[config.mk]
export PLATFORM = sky130hd
export DESIGN_NAME = loadbyte_unit
export DESIGN_NICKNAME = d
export VERILOG_FILES = /design/src/rtl/loadbyte_unit.sv
export SDC_FILE = /design/constraint.sdc
export NUM_CORES = 1
export LEC_CHECK = 0
export CORE_AREA = 8 8 75 77
export CTS_BUF_LIST = sky130_fd_sc_hd__clkbuf_4
export DETAILED_ROUTE_END_ITERATION = 6
export DIE_AREA = 0 0 83 85
export GPL_TIMING_DRIVEN = 0
export PLACE_DENSITY = 0.77
export SYNTH_ARGS = -nofsm -noshare
export SYNTH_HDL_FRONTEND = slang
export SYNTH_SLANG_ARGS = --single-unit
[constraint.sdc]
create_clock -name clk -period 2.7 [get_ports clk]
set_clock_uncertainty 0.15 [all_clocks]
set_input_delay 0.81 -clock clk [delete_from_list [all_inputs] [get_ports clk]]
set_output_delay 0.81 -clock clk [all_outputs]
set_load 0.02 [all_outputs]
[src/rtl/loadbyte_unit.sv]
// Multicycle load-byte engine. It reads one 16-bit word from data memory
// through a req/ready handshake. It then selects the addressed byte and
// zero- or sign-extends that byte to 16 bits for register write-back.
// A bounded wait counter aborts a read that the memory never acknowledges.
module loadbyte_unit #(
  parameter int TIMEOUT = 15  // legal range 1..255
) (
  input  logic        clk,
  input  logic        rst_n,
  input  logic        start,
  input  logic [15:0] addr,
  input  logic        signed_ld,
  output logic        mem_req,
  output logic [15:0] mem_addr,
  input  logic [15:0] mem_rdata,
  input  logic        mem_ready,
  output logic [15:0] rdata,
  output logic        busy,
  output logic        done,
  output logic        err
);

  typedef enum logic [1:0] {
    IDLE = 2'd0,
    REQ  = 2'd1,
    DONE = 2'd2,
    ERR  = 2'd3
  } state_t;

  // The last REQ cycle that may pass without a ready.
  // The counter therefore never needs to reach TIMEOUT and cannot wrap.
  localparam logic [7:0] last_wait = 8'(TIMEOUT - 1);

  state_t      state;
  state_t      state_nx;
  logic [7:0]  wait_cnt;
  logic        addr_lsb;
  logic        sign_mode;
  logic [7:0]  sel_byte;

  // State register.
  // NOTE: sequential state uses non-blocking (<=) assignments.
  // Every flop then samples its pre-edge value, whatever order the blocks run in.
  always_ff @(posedge clk or negedge rst_n) begin
    if (!rst_n) state <= IDLE;
    else        state <= state_nx;
  end

  // Next-state logic. A ready in REQ takes priority over the timeout check.
  // NOTE: the default assignment to state_nx comes first.
  // Every path through the case then assigns it, so no latch is inferred.
  always_comb begin
    state_nx = state;
    unique case (state)
      IDLE: if (start) state_nx = REQ;
      REQ: begin
        if (mem_ready)                  state_nx = DONE;
        else if (wait_cnt == last_wait) state_nx = ERR;
      end
      DONE:    state_nx = IDLE;
      ERR:     state_nx = IDLE;
      default: state_nx = IDLE;
    endcase
  end

  // Byte lane selection from the latched address bit.
  // The store path places an even-address byte in bits [7:0].
  always_comb begin
    sel_byte = addr_lsb ? mem_rdata[15:8] : mem_rdata[7:0];
  end

  // Datapath:
  //  - latch the request when start is taken;
  //  - count wait states;
  //  - capture the extended byte on ready.
  // rdata is deliberately left alone on a timeout.
  always_ff @(posedge clk or negedge rst_n) begin
    if (!rst_n) begin
      mem_addr  <= 16'h0000;
      addr_lsb  <= 1'b0;
      sign_mode <= 1'b0;
      wait_cnt  <= 8'h00;
      rdata     <= 16'h0000;
    end else begin
      unique case (state)
        IDLE: begin
          if (start) begin
            mem_addr  <= {addr[15:1], 1'b0};
            addr_lsb  <= addr[0];
            sign_mode <= signed_ld;
            wait_cnt  <= 8'h00;
          end
        end
        REQ: begin
          if (mem_ready)
            rdata <= {{8{sign_mode & sel_byte[7]}}, sel_byte};
          else if (wait_cnt != last_wait)
            wait_cnt <= wait_cnt + 8'h01;
        end
        default: ;
      endcase
    end
  end

  // Control outputs decode the state register only.
  // No input reaches an output combinationally.
  assign mem_req = (state == REQ);
  assign busy    = (state != IDLE);
  assign done    = (state == DONE);
  assign err     = (state == ERR);

endmodule
==> summary.md <==
| Metric | Value |
|---|---|
| Status | finished, final reports clean |
| Cts bufs inserted | 5 |
| PwrDens | 933 mW/mm^2 |
| Post-Syn Instances | 143 |
| Initial antenna violation count | 0 |
| Worst EP arrival | 1.63 ns |
| Total power | 2.36 mW |
| Max-cap viol count | 0 |
| FMAX | 0.387 GHz |
| Reg clk slew, reported paths | 0.10 ns |
| Setup violators final | 0 |
| Final Cycle Share | 95.8% |
| Average wire per standard cell | 14.3 um |
| # Post-CTS Setup Buffers | 0 |
| Mapped Area | 0.00170 sq mm |
| # rows | 25 |
| DR vias | 1296 |
| Hold crit path type | reg -> reg |
| Critical path, cell by cell | or2_2, clkdlybuf4s50_1 |
| Actual slew at the worst max-slew pin | 0.810 ns |
| Post-DR vias/cell | 4.70 |
| Io pins | 73 |
| DP HPWL | 3.15 mm |
| Sequential area share after synthesis | 53.1% |
| Clock Latency Late Sink | 0.33 ns |
| First-pass GRT wire length | 6.66 mm |
| Hold Fails Final Rpt | 0 |
| Post-CTS Resized | 1 |
| Die area | 0.00706 sq mm |
| Die Y | 85 um |
| Maximum vdd drop | 0.000377 V |
| # DRC | 0 |
| Chip width | 83 um |
| Final core utilization | 55.7% |
| Largest net degree at the start of global routing | 37 |
| Kind of critical path | reg -> out |
| Distinct cells, synth | 40 |
| Final min period | 2.59 ns |
| P&R area growth vs syn | 48.9% |
| Synth Register Bits | 36 |
| CTS tree | yes |
| GRT Util Overall | 11.5% |
| CP max-delay cell | clkdlybuf4s50_1 |
| Post-route ant nets | 0 |
| Syn nets | 182 |
| Routability cong. | 0.788 |
| Critical path's largest stage delay | 0.55 ns |
| 1st-iter DRT viols | 27 |
| Startpoint Class | register |
| Remaining global-route overflow | 0 |
| Slew Viols, Final | 0 |
| DR pass1 iterations | 4 |
| Crit end category | output port |
| CTS H-tree depth | 2 |
| Core Area | 0.00454 sq mm |
| Nets@finish | 260 |
| Longest Clk Path Bufs | 2 |
| LEAKAGE | 1.09 nW |
| Clock root cell | clkbuf_4 |
| Post-CTS Hold Buffers | 0 |
| IO Port Bufs | 71 |
| DP Area | 0.00247 sq mm |
| CTS Sinks | 36 |
| RSZ-0062 raised after global routing | no |
| Placed Cells | 268 |
| Cell Count, Final, Fillers Out | 276 |
| Max FO, Critical Path | 6 |
| Syn. warnings | 0 |
| Cell area after layout | 0.00253 sq mm |
| WL final | 3.94 mm |
| CP Data Required Time | 1.74 ns |
| Share of cells above drive strength 1 | 22.5% |
| Fill cell count | 388 |
| Diode count | 0 |
| Vias in the first global route | 1295 |
| Starting Density | 37.4% |
| Syn Area/Cell | 11.9 sq um |
| Rel. slew slack | 46.0% |
per-layer routing:
metal  track usage (%)  vias to the layer above  routed length, um
met5                 0                        -                  0
met3              5.27                        6                282
li1                  -                      650                  -
met1              13.1                      598               1670
met2              18.9                       42               1940
met4              3.35                        0                 42
worst paths after layout:
path | from | endpoint | slack (ns) | cells after the start
worst max-delay path | state[1] | busy | 0.11 | 2
worst min-delay path | rdata[7] | rdata[7] | 0.34 | 1
worst max register to register | wait_cnt[0] | wait_cnt[3] | 0.70 | 6
worst min register to register | rdata[7] | rdata[7] | 0.34 | 1
max in group asynchronous | rst_n | rdata[8] | 1.47 | 1
min in group asynchronous | rst_n | mem_addr[9] | 0.42 | 1
cell usage in the layout, fill, tap and decap left out, drive strengths merged, types with 2 or more instances in the layout:
master / n
clkdlybuf4s50: 69
dfrtp: 36
mux2: 19
buf: 12
nand2: 10
nor2: 9
mux2i: 8
o21ai: 8
clkbuf: 6
a21oi: 4
inv: 4
nand3: 3
a31oi: 3
or2: 2
nor2b: 2
nand2b: 2
a41oi: 2
ha: 2
and2: 2
a221o: 2
logic make-up (layout without fill, tap and decap cells):
kind of cell | after synthesis | count (layout) | share of synthesized area (%)
buffers and inverters | 15 | 94 | 5.38
other | 1 | 1 | 0.221
adders and majority gates | 2 | 2 | 1.47
muxes | 27 | 27 | 17.5
AOI/OAI and AO/OA | 24 | 24 | 9.88
and+or+nand+nor | 38 | 38 | 12.5
DFF | 36 | 36 | 53.1
Yosys cell counts (all sizes together):
master	instances	share of area [%]
nor3b	1	0.44
nor2b	2	0.74
nand2b	2	0.74
a21boi	1	0.66
a31oi	3	1.1
ha	2	1.5
or4b	1	0.81
mux2i	8	4.7
nor2	9	2.6
or2	2	0.74
a21o	1	0.44
nor3	1	0.29
nand3b	1	0.44
or3b	1	0.52
inv	4	0.88
dfrtp	36	53
a221o	2	1.3
a22o	1	0.52
o21ba	1	0.59
mux2	19	13
a21oi	4	1.2
or2b	1	0.52
and2	2	0.81
buf	11	4.5
nand3	3	0.88
o21ai	8	2.4
nand4	1	0.37
conb	1	0.22
nand2	10	2.2
o31ai	1	0.74
and3	1	0.37
a41oi	2	1.0
metrics by stage:
stage	setup TNS (ns)	worst slack (ns)	hold slack (ns)
2_1_floorplan	0	0.667	0.291
3_3_place_gp	-5.82	-0.164	0.308
3_5_place_dp	0	0.0554	0.315
4_1_cts	0	0.0782	0.339
5_1_grt	0	0.0176	0.364
6_report	0	0.114	0.337
state kept, by name, indices dropped and copies added (netlist names):
name,flops
mem_addr,15
sign_mode,1
wait_cnt,8
state,2
rdata,9
addr_lsb,1
cell type report:
class / count / area, sq um / area share (%)
timing repair buffer: 71 / 706 / 27.9
sequential: 36 / 901 / 35.6
multi-input combinational: 92 / 706 / 27.9
clock inverter: 2 / 11.3 / 0.446
clock buffer: 6 / 45.0 / 1.78
buffer: 11 / 76.3 / 3.02
inverter: 4 / 15.0 / 0.594
tap: 54 / 67.6 / 2.67
power breakdown:
group	total [mW]	switching [mW]	internal [mW]
clock	0.281	0.171	0.109
combinational	1.22	0.567	0.657
sequential	0.853	0.125	0.728
critical path, delay by kind of cell (launching register included):
family / cells / cell delay [ns]
buffers and inverters: 1 / 0.55
flip-flops: 1 / 0.43
AND/OR/NAND/NOR: 1 / 0.32
Note: power is estimated with default switching activity, not from simulation.
